## src/rtl/vram_write_sched.sv

```systemverilog
// vram_write_sched
// Owns the single video-memory write port and merges two write sources:
// single-cell CPU writes and hardware block fills (row runs, columns, any
// constant stride). Exactly one write is presented at a time, and it stays
// put until the VGA side grants the port.
//
// Ports:
//   Clock        system clock, rising edge
//   Reset        asynchronous, active-low reset
//   iWrEn        CPU single-write request (one cycle per write)
//   iWrAddr      CPU write address
//   iWrColor     CPU write color
//   iFillStart   fill command pulse (only honoured while idle)
//   iFillFirst   first fill address
//   iFillLast    last fill address, inclusive
//   iFillStride  address step (0 behaves as 1)
//   iFillColor   fill color
//   iVramReady   port grant; a write completes when oVramWe && iVramReady
//   oVramWe      write presented
//   oVramAddr    presented address
//   oVramColor   presented color
//   oBusy        fill in progress
//   oDone        one-cycle pulse when a fill finishes
//   oWrStall     CPU hold register occupied
//   oOverflow    sticky: a CPU write was lost
module vram_write_sched #(
    parameter int ADDR_W  = 10,
    parameter int COLOR_W = 3
) (
    input  logic               Clock,
    input  logic               Reset,
    input  logic               iWrEn,
    input  logic [ADDR_W-1:0]  iWrAddr,
    input  logic [COLOR_W-1:0] iWrColor,
    input  logic               iFillStart,
    input  logic [ADDR_W-1:0]  iFillFirst,
    input  logic [ADDR_W-1:0]  iFillLast,
    input  logic [ADDR_W-1:0]  iFillStride,
    input  logic [COLOR_W-1:0] iFillColor,
    input  logic               iVramReady,
    output logic               oVramWe,
    output logic [ADDR_W-1:0]  oVramAddr,
    output logic [COLOR_W-1:0] oVramColor,
    output logic               oBusy,
    output logic               oDone,
    output logic               oWrStall,
    output logic               oOverflow
);

    typedef enum logic [1:0] {IDLE, FILL, DONE} state_t;

    state_t state, state_next;

    logic               hold_valid;
    logic [ADDR_W-1:0]  hold_addr;
    logic [COLOR_W-1:0] hold_color;

    logic [ADDR_W-1:0]  fill_ptr;
    logic [ADDR_W-1:0]  fill_last;
    logic [ADDR_W-1:0]  fill_stride;
    logic [COLOR_W-1:0] fill_color;
    logic               fill_pending;
    logic               slot_fill;

    logic               slot_free;
    logic               start_fill;
    logic [ADDR_W-1:0]  start_stride;
    logic [ADDR_W-1:0]  src_addr;
    logic [ADDR_W-1:0]  src_stride;
    logic [ADDR_W-1:0]  src_last;
    logic [COLOR_W-1:0] src_color;
    logic               fill_valid;
    logic [ADDR_W:0]    fill_sum;
    logic               fill_more;
    logic               take_hold;
    logic               take_cpu;
    logic               take_fill;
    logic               hold_capture;

    assign oWrStall = hold_valid;

    // On the start edge the fill source comes straight from the command
    // inputs, so the first fill write can be presented the very next cycle.
    // The sum is one bit wider than an address so that a wrap past the top
    // of memory shows up as "above last" instead of aliasing low.
    always_comb begin
        slot_free    = !oVramWe || iVramReady;
        start_fill   = (state == IDLE) && iFillStart;
        start_stride = (iFillStride == '0) ? {{(ADDR_W-1){1'b0}}, 1'b1} : iFillStride;
        src_addr     = start_fill ? iFillFirst   : fill_ptr;
        src_stride   = start_fill ? start_stride : fill_stride;
        src_last     = start_fill ? iFillLast    : fill_last;
        src_color    = start_fill ? iFillColor   : fill_color;
        fill_valid   = start_fill ? (iFillFirst <= iFillLast)
                                  : ((state == FILL) && fill_pending);
        fill_sum     = {1'b0, src_addr} + {1'b0, src_stride};
        fill_more    = (fill_sum <= {1'b0, src_last});
        take_hold    = slot_free && hold_valid;
        take_cpu     = slot_free && !hold_valid && iWrEn;
        take_fill    = slot_free && !hold_valid && !iWrEn && fill_valid;
        // A CPU write goes to the hold register either when the slot is busy
        // and the hold is empty, or when the hold is draining into the slot
        // this edge and therefore frees up for the newcomer.
        hold_capture = iWrEn && (slot_free == hold_valid);
    end

    // Output slot and CPU hold register.
    always_ff @(posedge Clock or negedge Reset) begin
        if (!Reset) begin
            oVramWe    <= 1'b0;
            oVramAddr  <= '0;
            oVramColor <= '0;
            slot_fill  <= 1'b0;
            hold_valid <= 1'b0;
            hold_addr  <= '0;
            hold_color <= '0;
            oOverflow  <= 1'b0;
        end else begin
            if (slot_free) begin
                oVramWe   <= take_hold || take_cpu || take_fill;
                slot_fill <= take_fill;
                if (take_hold) begin
                    oVramAddr  <= hold_addr;
                    oVramColor <= hold_color;
                end else if (take_cpu) begin
                    oVramAddr  <= iWrAddr;
                    oVramColor <= iWrColor;
                end else if (take_fill) begin
                    oVramAddr  <= src_addr;
                    oVramColor <= src_color;
                end else begin
                    oVramAddr  <= '0;
                    oVramColor <= '0;
                end
            end
            if (hold_capture) begin
                hold_valid <= 1'b1;
                hold_addr  <= iWrAddr;
                hold_color <= iWrColor;
            end else if (take_hold) begin
                hold_valid <= 1'b0;
            end
            if (iWrEn && !slot_free && hold_valid) begin
                oOverflow <= 1'b1;
            end
        end
    end

    // Fill command registers and the walking fill pointer. The pointer only
    // moves when a fill write actually enters the slot, so CPU preemption
    // and port stalls never skip or repeat an address.
    always_ff @(posedge Clock or negedge Reset) begin
        if (!Reset) begin
            fill_ptr     <= '0;
            fill_last    <= '0;
            fill_stride  <= '0;
            fill_color   <= '0;
            fill_pending <= 1'b0;
        end else begin
            if (start_fill) begin
                fill_last   <= iFillLast;
                fill_stride <= start_stride;
                fill_color  <= iFillColor;
            end
            if (take_fill) begin
                fill_ptr     <= fill_sum[ADDR_W-1:0];
                fill_pending <= fill_more;
            end else if (start_fill) begin
                fill_ptr     <= iFillFirst;
                fill_pending <= (iFillFirst <= iFillLast);
            end
        end
    end

    always_ff @(posedge Clock or negedge Reset) begin
        if (!Reset) begin
            state <= IDLE;
        end else begin
            state <= state_next;
        end
    end

    // The fill is finished once nothing is left to issue and the slot no
    // longer holds an unaccepted fill write.
    always_comb begin
        state_next = state;
        oBusy      = 1'b0;
        oDone      = 1'b0;
        case (state)
            IDLE: begin
                if (iFillStart) begin
                    state_next = FILL;
                end
            end
            FILL: begin
                oBusy = 1'b1;
                if (!fill_pending && (!slot_fill || iVramReady)) begin
                    state_next = DONE;
                end
            end
            DONE: begin
                oDone      = 1'b1;
                state_next = IDLE;
            end
            default: begin
                state_next = IDLE;
            end
        endcase
    end

endmodule

```

## config.mk

```make
export PLATFORM = sky130hd
export DESIGN_NAME = vram_write_sched
export DESIGN_NICKNAME = d
export VERILOG_FILES = /design/src/rtl/vram_write_sched.sv
export SDC_FILE = /design/constraint.sdc
export NUM_CORES = 1
export LEC_CHECK = 0
export ABC_AREA = 1
export CAP_MARGIN = 20
export CORE_AREA = 2 2 126 128
export DETAILED_ROUTE_END_ITERATION = 16
export DIE_AREA = 0 0 128 130
export GPL_TIMING_DRIVEN = 0
export PLACE_DENSITY = 0.57
export SLEW_MARGIN = 25
export SYNTH_ARGS = -nofsm -noshare
export SYNTH_HDL_FRONTEND = slang
export SYNTH_SLANG_ARGS = --single-unit
```

## constraint.sdc

```tcl
create_clock -name Clock -period 7.1 [get_ports Clock]
set_clock_uncertainty 0.05 [all_clocks]
set_input_delay 1.42 -clock Clock [delete_from_list [all_inputs] [get_ports Clock]]
set_output_delay 1.42 -clock Clock [all_outputs]
set_load 0.005 [all_outputs]
```

==> results of run 1 <==
-- state kept, by name, summed over array words and instances (netlist names) --
signal,cells
fill_pending,1
oVramColor,3
slot_fill,1
fill_last,10
oWrStall,1
fill_color,3
oVramWe,1
fill_ptr,10
hold_color,3
oVramAddr,10
fill_stride,10
oOverflow,1
hold_addr,10
state,2
-- through the flow --
stage | cells | power (mW) | util, % | hold WS (ns)
detailed placement | 814 | 2.14 | 33.2 | 0.413
global placement | 813 | 2.12 | 33.1 | 0.407
CTS | 829 | 2.64 | 35.3 | 0.427
floorplan | 554 | 1.68 | - | 0.395
global route | 829 | 2.91 | 35.3 | 0.437
finish | 829 | 2.62 | 35.3 | 0.425
-- power by group through the flow --
| stage | Clock [mW] | Sequential (mW) | Combinational (mW) |
|---|---|---|---|
| after floorplan | 0 | 0.619 | 1.06 |
| after global placement | 0 | 0.626 | 1.49 |
| after detailed placement | 0 | 0.627 | 1.51 |
| after CTS | 0.497 | 0.623 | 1.52 |
| after global routing | 0.513 | 0.641 | 1.76 |
| final | 0.486 | 0.623 | 1.52 |
-- metal layers --
layer	track usage (%)	routed length [µm]
met1	19.5	5430
met2	24.8	5370
met3	3.44	499
met4	3.94	203
met5	0	0
-- cell usage in the layout, fill, tap and decap left out, types with 2 or more instances in the layout --
master             n
clkbuf_16          9
nand3_1           26
nand2_1          149
a21oi_1           13
nor2_1            30
nor3_1             3
ha_1              32
nand2_2            7
mux2_2             3
clkbuf_1          11
bufinv_16          2
o21bai_1          12
dfrtp_1           66
and2_1             8
clkbuf_8           2
clkdlybuf4s50_1   66
nand3b_1           4
nand2_4            2
buf_6              3
o21ai_0           58
buf_2              5
inv_2              2
or2_2              9
nand4_1            6
o21ai_1           10
inv_1             82
nor2_4             2
-- path summary, 6_finish.rpt --
| check | start | to | slack [ns] | cells past startpoint |
|---|---|---|---|---|
| max | iFillStart | fill_pending | 2.01 | 24 |
| min | oOverflow | oOverflow | 0.42 | 1 |
| max reg2reg | state[1] | fill_pending | 2.56 | 24 |
| min reg2reg | oOverflow | oOverflow | 0.42 | 1 |
| max in group asynchronous | Reset | oVramAddr[2] | 5.48 | 2 |
| min in group asynchronous | Reset | oOverflow | 0.99 | 1 |
-- layout make-up --
class                           instances  area (µm²)  area share [%]
Multi-Input combinational cell        387        2140            39.3
Sequential cell                        66        1650            30.3
Timing Repair Buffer                   68         688            12.6
Inverter                               84         315            5.79
Clock buffer                           13         260            4.78
Tap cell                              192         240            4.41
Buffer                                 17        92.6            1.70
Clock inverter                          2        60.1            1.10
-- cells by family (layout without fill, tap and decap cells) --
family	Yosys count	after routing
adders and majority gates	33	33
muxes	3	3
and+or+nand+nor	248	248
DFF	66	66
buffers and inverters	101	184
xor gates and xnor gates	3	3
AOI/OAI and AO/OA	100	100
==> flow_summary_export.csv, run 1 <==
group,metric,value,unit
placed_design,pre_cts_ws,1.75,ns
synth,synthAdderAreaFrac,10.0,%
outcome,outcome,"complete, no violations",
clock_network,clockBufferDepth,2,
synth,ys_types,36,
finish,area_growth,29.7,%
synth,synth_warnings,0,
timing,period_needed,5.09,ns
drt,vias,3710,
power_and_ir_drop,p_switching,1.14,mW
synth,synth_top_area_share,39.3,%
power_and_ir_drop,pwr-share-seq,23.7,%
synth,yosys.area_share.xor_xnor,0.805,%
synth,synth-seq-area-share,39.3,%
setup_path,startpoint_type,"input port",
synth,async_flop_share,100,%
clock_network,cts_resized,0,
power_and_ir_drop,pwr-share-comb,57.7,%
drt,route.detailed.drc,0,
floorplanning,start_util,27.2,%
finish,drive_gt1_share,8.32,%
clock_network,hold_buffers,0,
floorplanning,fp.dieArea,16600,µm²
clock_network,clock_sink_count,66,
finish,diodes,0,
synth,synth_common_cells,"149 x nand2_1, 82 x inv_1, 66 x dfrtp_1, 58 x o21ai_0, 32 x ha_1",
synth,synthMuxAreaShare,0.805,%
synth,syn_area,4200,µm²
timing,relSlewSlack,62.2,%
setup_path,path_buf_inv,7,
setup_path,crit_path_top_delay_cell,"o21ai_0",
clock_network,tritoncts,"built",
synth,synth_edf_count,0,
placed_design,place_area,5130,µm²
drt,firstDrtPassIters,4,
power_and_ir_drop,p_int,1.48,mW
setup_path,path_class,"input port to register",
setup_path,worstPathCellList,"buf_2 > nand2_4 > buf_6 > buf_2 > buf_2 > o21ai_0 > ha_1 > inv_1 > fa_1 > inv_1 > nand4_2 > nand2_2 > xor2_1 > inv_1 > ha_1 > a21oi_1 > nor2_1 > nor2_1 > nand3_1 > nand2_1 > nand2_1 > nand2_1 > nand3_1 > a21oi_1",
setup_path,cp.arrival,5.30,ns
global_routing,grt_pass1_vias,3822,
power_and_ir_drop,power.share.clock,18.5,%
clock_network,cts.clk_slew.worst_paths,0.05,ns
synth,synth_area_leader_cell,"dfrtp_1",
timing,setup_ws,2.01,ns
power_and_ir_drop,cellPowerDensity,482,nW/µm²
timing,grt_setup_unrepaired,"no",
clock_network,insertion_delay,0.33,ns
global_routing,grt_pass1_wl,19300,µm
synth,synth.area.top_cells,"dfrtp_1 39%, nand2_1 13%, ha_1 9.5%, inv_1 7.3%, o21ai_0 6.9%",
synth,synthMostInstantiatedCell,"nand2_1",
drt,avgViaCountPerCell,4.48,
setup_path,path_max_fanout,10,
clock_network,cts_max_level,3,
setup_path,cp-end-kind,"register",
run,max_cap_violations,0,
clock_network,post_cts_buffers,0,
timing,setup_viol,0,
drt,drt-wirelength-per-cell,13.9,µm
synth,synth_seq_cells,66,
timing,hold_viol,0,
drt,ant_nets,0,
synth,synthSimpleGateAreaFrac,26.2,%
timing,setup-tns-final,0,ns
floorplanning,die_h,130,µm
drt,routed_wirelength,11500,µm
synth,synth_top_family_by_area,"simple AND/OR/NAND/NOR gates",
clock_network,cts_root_buf,"clkbuf_16",
floorplanning,ios,69,
setup_path,required,7.30,ns
floorplanning,num_rows,46,
setup_path,critical_path.top_delay_family,"buffers and inverters",
floorplanning,die_w,128,µm
synth,syn_inst,554,
finish,fillers,1635,
drt,first_iter_violations,190,
synth,synth_compound_area_share,13.1,%
synth,synth_fp_nets,638,
global_routing,grt-ovfl-total,0,
power_and_ir_drop,leakage,2.76,nW
global_routing,grt_use_total,14.8,%
synth,syn_avg_cell_area,7.58,µm²
placed_design,globalplace.congestion,0.855,
timing,tightest_slew,0.562,ns
global_routing,antenna_found_initial,0,
hold_path,hp-class,"register to register",
timing,max_freq,196,MHz
placed_design,portBuffers,67,
power_and_ir_drop,ir_worst_vdd,0.000185,V
floorplanning,coreArea,15400,µm²
timing,timing.final.crit_share,71.7,%
finish,final_area,5450,µm²
power_and_ir_drop,switching_share,43.5,%
clock_network,cts_buffers,9,
placed_design,dp_hpwl,9020,µm
synth,synth_top_flop_cell,"dfrtp_1",
timing,maxSlewViolCount,0,
setup_path,slowest_delay,0.46,ns
finish,nNetsFinal,717,
global_routing,grt_start_max_net_pins,35,
(Power assumes the default switching activity.)
==> run 2, diff against run 1 <==
==> constraint.sdc (replaced) <==
create_clock -name Clock -period 5 [get_ports Clock]
set_clock_uncertainty 0.05 [all_clocks]
set_input_delay 1 -clock Clock [delete_from_list [all_inputs] [get_ports Clock]]
set_output_delay 1 -clock Clock [all_outputs]
set_load 0.005 [all_outputs]
==> flow_summary_export.csv, run 2 (synthesis gave the netlist of run 1 again) <==
group,metric,value,unit
power_and_ir_drop,leakage,2.76,nW
setup_path,reg2reg_to,"fill_pending",
drt,routed_wirelength,11500,µm
drt,first_iter_violations,191,
timing,max_freq,220,MHz
clock_network,cts_buffers,9,
power_and_ir_drop,power,3.73,mW
setup_path,critical_path.top_delay_family,"buffers and inverters",
floorplanning,coreArea,15400,µm²
setup_path,r2r_cells,24,
setup_path,required,5.20,ns
timing,maxSlewViolCount,0,
finish,mostFrequentLayoutCell,"nand2_1",
drt,route.detailed.drc,0,
setup_path,crit_top_cell,"nand2_1",
setup_path,cp-end-kind,"register",
floorplanning,fp.dieArea,16600,µm²
clock_network,cts_root_buf,"clkbuf_16",
setup_path,slowest_delay,0.41,ns
placed_design,globalplace.congestion,0.855,
clock_network,clock_sink_count,66,
setup_path,crit_start,"iFillStart",
clock_network,tritoncts,"built",
drt,firstDrtPassIters,4,
global_routing,grt_start_max_net_pins,35,
global_routing,antenna_found_initial,0,
hold_path,hp-class,"register to register",
global_routing,grt_use_total,14.8,%
setup_path,path_max_fanout,10,
global_routing,grt-ovfl-total,0,
drt,vias,3698,
drt,ant_nets,0,
clock_network,insertion_delay,0.33,ns
setup_path,r2r_start,"state[1]",
clock_network,post_cts_buffers,0,
timing,tightest_slew,0.571,ns
clock_network,cts_max_level,3,
setup_path,path_depth,25,
setup_path,reg2reg_slack,0.61,ns
finish,diodes,0,
timing,hold_viol,0,
setup_path,path_buf_inv,7,
timing,setup-tns-final,0,ns
setup_path,cp.arrival,4.74,ns
timing,timing.final.crit_share,90.8,%
hold_path,hold_start,"oOverflow",
power_and_ir_drop,cellPowerDensity,684,nW/µm²
floorplanning,start_util,27.2,%
finish,nNetsFinal,717,
timing,relSlewSlack,61.6,%
finish,drive_gt1_share,8.32,%
timing,period_needed,4.54,ns
setup_path,startpoint_type,"input port",
finish,final_cell_mix,"149 x nand2_1, 82 x inv_1, 66 x dfrtp_1, 66 x clkdlybuf4s50_1, 57 x o21ai_0",
floorplanning,ios,69,
timing,grt_setup_unrepaired,"no",
floorplanning,num_rows,46,
floorplanning,die_w,128,µm
outcome,outcome,"complete, no violations",
setup_path,cp-endpoint,"fill_pending",
run,max_cap_violations,0,
setup_path,crit_path_top_delay_cell,"fa_1",
placed_design,portBuffers,67,
setup_path,path_class,"input port to register",
timing,setup_viol,0,
drt,avgViaCountPerCell,4.46,
global_routing,grt_pass1_wl,19300,µm
finish,area_growth,29.7,%
drt,drt-wirelength-per-cell,13.9,µm
floorplanning,die_h,130,µm
clock_network,clockBufferDepth,2,
placed_design,dp_hpwl,9020,µm
clock_network,cts.clk_slew.worst_paths,0.05,ns
power_and_ir_drop,ir_worst_vdd,0.000262,V
global_routing,grt_pass1_vias,3822,
## run 2: layout make-up
cell class              count  area [µm²]
plain buffers              17        92.6
well taps                 192         240
multi-input cells         387        2140
repair buffers             68         688
clock buffers              13         260
flip-flops and latches     66        1650
fillers                  1635        9980
clock inverters             2        60.1
inverters                  84         315
## run 2: how the worst min path moves through the flow
| stage | to | slack, ns | cells past startpoint |
|---|---|---|---|
| 2_1_floorplan | fill_color[2] | 0.40 | 2 |
| 3_3_place_gp | oOverflow | 0.41 | 1 |
| 3_5_place_dp | oOverflow | 0.41 | 1 |
| 4_1_cts | fill_color[2] | 0.43 | 2 |
| 5_1_grt | fill_color[2] | 0.44 | 2 |
| 6_report | oOverflow | 0.42 | 1 |
## run 2: layer usage
metal | track usage (%) | wire length [µm] | vias up
met5 | 0 | 0 | -
met4 | 3.94 | 193 | 0
met3 | 3.44 | 498 | 13
met2 | 24.8 | 5360 | 89
met1 | 19.5 | 5440 | 1669
li1 | - | - | 1927
## run 2: through the flow
step           utilization (%)  worst slack [ns]  hold slack [ns]  area [µm²]  cells
2_1_floorplan                -             0.874            0.395        4200    554
3_3_place_gp              33.1            0.0834            0.407        5110    813
3_5_place_dp              33.2            0.0655            0.413        5130    814
4_1_cts                   35.3             0.404            0.427        5450    829
5_1_grt                   35.3            0.0243            0.437        5450    829
6_report                  35.3             0.460            0.425        5450    829
## run 2: worst reg2reg max path, cell delays in order (launching register included)
cell,delay (ns)
dfrtp_1,0.40
nor2_4,0.31
nand2_4,0.14
buf_6,0.18
buf_2,0.19
buf_2,0.22
o21ai_1,0.33
ha_1,0.30
inv_1,0.07
fa_1,0.41
inv_1,0.09
nand4_2,0.12
nand2_2,0.10
xor2_1,0.29
inv_1,0.08
ha_1,0.29
a21oi_1,0.14
nor2_1,0.05
nor2_1,0.08
nand3_1,0.08
nand2_1,0.06
nand2_1,0.04
nand2_1,0.06
nand3_1,0.08
a21oi_1,0.13
## run 2: report_power, final
part / switching, mW / internal (mW)
Combinational: 1.29 / 0.859
Sequential: 0.0982 / 0.786
Clock: 0.227 / 0.461
## run 2: timing repair
action / CTS / global route
endpoints found under the setup margin: 0 / 1
resized for setup: 0 / 1
hold buffers: 0 / 0
==> run 3, diff against run 2 <==
--- a/config.mk
+++ b/config.mk
@@ -7,9 +7,9 @@
 export LEC_CHECK = 0
 export ABC_AREA = 1
 export CAP_MARGIN = 20
-export CORE_AREA = 2 2 126 128
+export CORE_AREA = 4 4 128 130
 export DETAILED_ROUTE_END_ITERATION = 16
-export DIE_AREA = 0 0 128 130
+export DIE_AREA = 0 0 132 134
 export GPL_TIMING_DRIVEN = 0
 export PLACE_DENSITY = 0.57
 export SLEW_MARGIN = 25
==> flow_summary_export.csv, run 3 (synthesis gave the netlist of run 1 again) <==
group,metric,value,unit
drt,avgViaCountPerCell,4.58,
global_routing,grt-ovfl-total,0,
finish,mostFrequentLayoutCell,"nand2_1",
timing,setup_viol,0,
placed_design,dp_hpwl,9690,µm
finish,drive_gt1_share,8.32,%
clock_network,hold_buffers,0,
run,max_cap_violations,0,
floorplanning,coreArea,15100,µm²
setup_path,path_class,"input port to register",
power_and_ir_drop,power.share.clock,18.4,%
clock_network,cts_buffers,9,
drt,first_iter_violations,136,
power_and_ir_drop,p_switching,1.65,mW
drt,route.detailed.drc,0,
floorplanning,num_rows,45,
floorplanning,fp.dieArea,17700,µm²
timing,period_needed,4.66,ns
finish,nNetsFinal,717,
outcome,outcome,"complete, no violations",
timing,setup-tns-final,0,ns
finish,area_growth,29.6,%
drt,drt-wirelength-per-cell,14.8,µm
clock_network,cts_root_buf,"clkbuf_16",
finish,final_cell_mix,"149 x nand2_1, 82 x inv_1, 66 x dfrtp_1, 66 x clkdlybuf4s50_1, 58 x o21ai_0",
timing,timing.final.crit_share,93.2,%
clock_network,clockBufferDepth,2,
setup_path,startpoint_type,"input port",
timing,holdWs,0.426,ns
placed_design,portBuffers,67,
clock_network,cts.clk_slew.worst_paths,0.06,ns
global_routing,grt_use_total,14.3,%
floorplanning,ios,69,
power_and_ir_drop,switching_share,43.9,%
timing,tightest_slew,0.503,ns
clock_network,post_cts_buffers,0,
finish,diodes,0,
timing,maxSlewViolCount,0,
power_and_ir_drop,leakage,2.76,nW
global_routing,grt_pass1_wl,20100,µm
drt,routed_wirelength,12200,µm
drt,firstDrtPassIters,4,
drt,vias,3778,
floorplanning,start_util,27.7,%
finish,fillers,1560,
power_and_ir_drop,pwr-share-seq,23.6,%
power_and_ir_drop,p_int,2.11,mW
placed_design,globalplace.congestion,0.856,
clock_network,clock_sink_count,66,
timing,max_freq,215,MHz
floorplanning,die_h,134,µm
global_routing,antenna_found_initial,0,
clock_network,insertion_delay,0.34,ns
hold_path,hold_start,"hold_addr[4]",
timing,grt_setup_unrepaired,"no",
setup_path,cp.arrival,4.88,ns
timing,hold_viol,0,
power_and_ir_drop,cellPowerDensity,691,nW/µm²
setup_path,path_max_fanout,10,
power_and_ir_drop,ir_worst_vdd,0.000223,V
global_routing,grt_start_max_net_pins,35,
hold_path,hp-class,"register to register",
setup_path,r2r_start,"state[1]",
clock_network,cts_max_level,3,
clock_network,tritoncts,"built",
setup_path,required,5.21,ns
timing,relSlewSlack,66.4,%
global_routing,grt_pass1_vias,3955,
floorplanning,die_w,132,µm
clock_network,cts_resized,0,
power_and_ir_drop,power,3.76,mW
drt,ant_nets,0,
power_and_ir_drop,pwr-share-comb,58.0,%
setup_path,cp-end-kind,"register",
setup_path,crit_start,"iFillStart",
## run 3: changes by cell type in the layout (fill, tap and decap cells not counted)
cell	delta
o21ai_0	+1
o21ai_1	-1
## run 3: worst paths after layout
kind,end,slack [ns],depth (start not counted)
min in group asynchronous,fill_ptr[3],0.57,1
max in group asynchronous,oVramAddr[0],3.78,2
worst max-delay path,fill_pending,0.34,24
worst min register to register,hold_addr[4],0.43,2
worst max register to register,fill_pending,0.47,24
worst min-delay path,hold_addr[4],0.43,2
## run 3: metrics by stage
step | utilization (%) | cell area, µm² | worst slack [ns] | cells
global route | 35.9 | 5440 | 0.0263 | 825
floorplan | - | 4200 | 0.874 | 554
finish | 35.9 | 5440 | 0.339 | 825
detailed placement | 33.8 | 5120 | -0.0289 | 810
global placement | 33.7 | 5100 | 0.0417 | 809
CTS | 35.9 | 5440 | 0.316 | 825
## run 3: power by group through the flow
stage	Sequential [mW]	Combinational, mW	Clock [mW]
floorplan	0.878	1.51	0
detailed placement	0.897	2.18	0
global route	0.917	2.51	0.731
global placement	0.889	2.13	0
CTS	0.892	2.20	0.709
finish	0.889	2.18	0.692
## run 3: critical path: stages
cell,delay [ns]
buf_2,0.20
nand2_4,0.11
buf_6,0.18
buf_2,0.19
buf_2,0.20
o21ai_0,0.41
ha_1,0.30
inv_1,0.07
fa_1,0.40
inv_1,0.09
nand4_2,0.14
nand2_2,0.10
xor2_1,0.31
inv_1,0.09
ha_1,0.30
a21oi_1,0.15
nor2_1,0.07
nor2_1,0.10
nand3_1,0.08
nand2_1,0.06
nand2_1,0.04
nand2_1,0.09
nand3_1,0.08
a21oi_1,0.13
## run 3: layer usage
layer	share of wire [%]	GRT usage (%)	wire length [µm]	up-vias
li1	-	-	-	1925
met1	48	19.0	5870	1766
met2	46	23.2	5600	69
met3	3.8	3.38	463	18
met4	2.2	4.38	263	0
met5	0	0	0	-
## run 3: area by class of cell
type,instances,area (µm²),share of cell area [%]
inverters,84,315,5.79
plain buffers,17,92.6,1.70
clock buffers,13,260,4.78
flip-flops and latches,66,1650,30.4
clock inverters,2,60.1,1.10
multi-input cells,387,2140,39.3
repair buffers,68,688,12.6
well taps,188,235,4.32
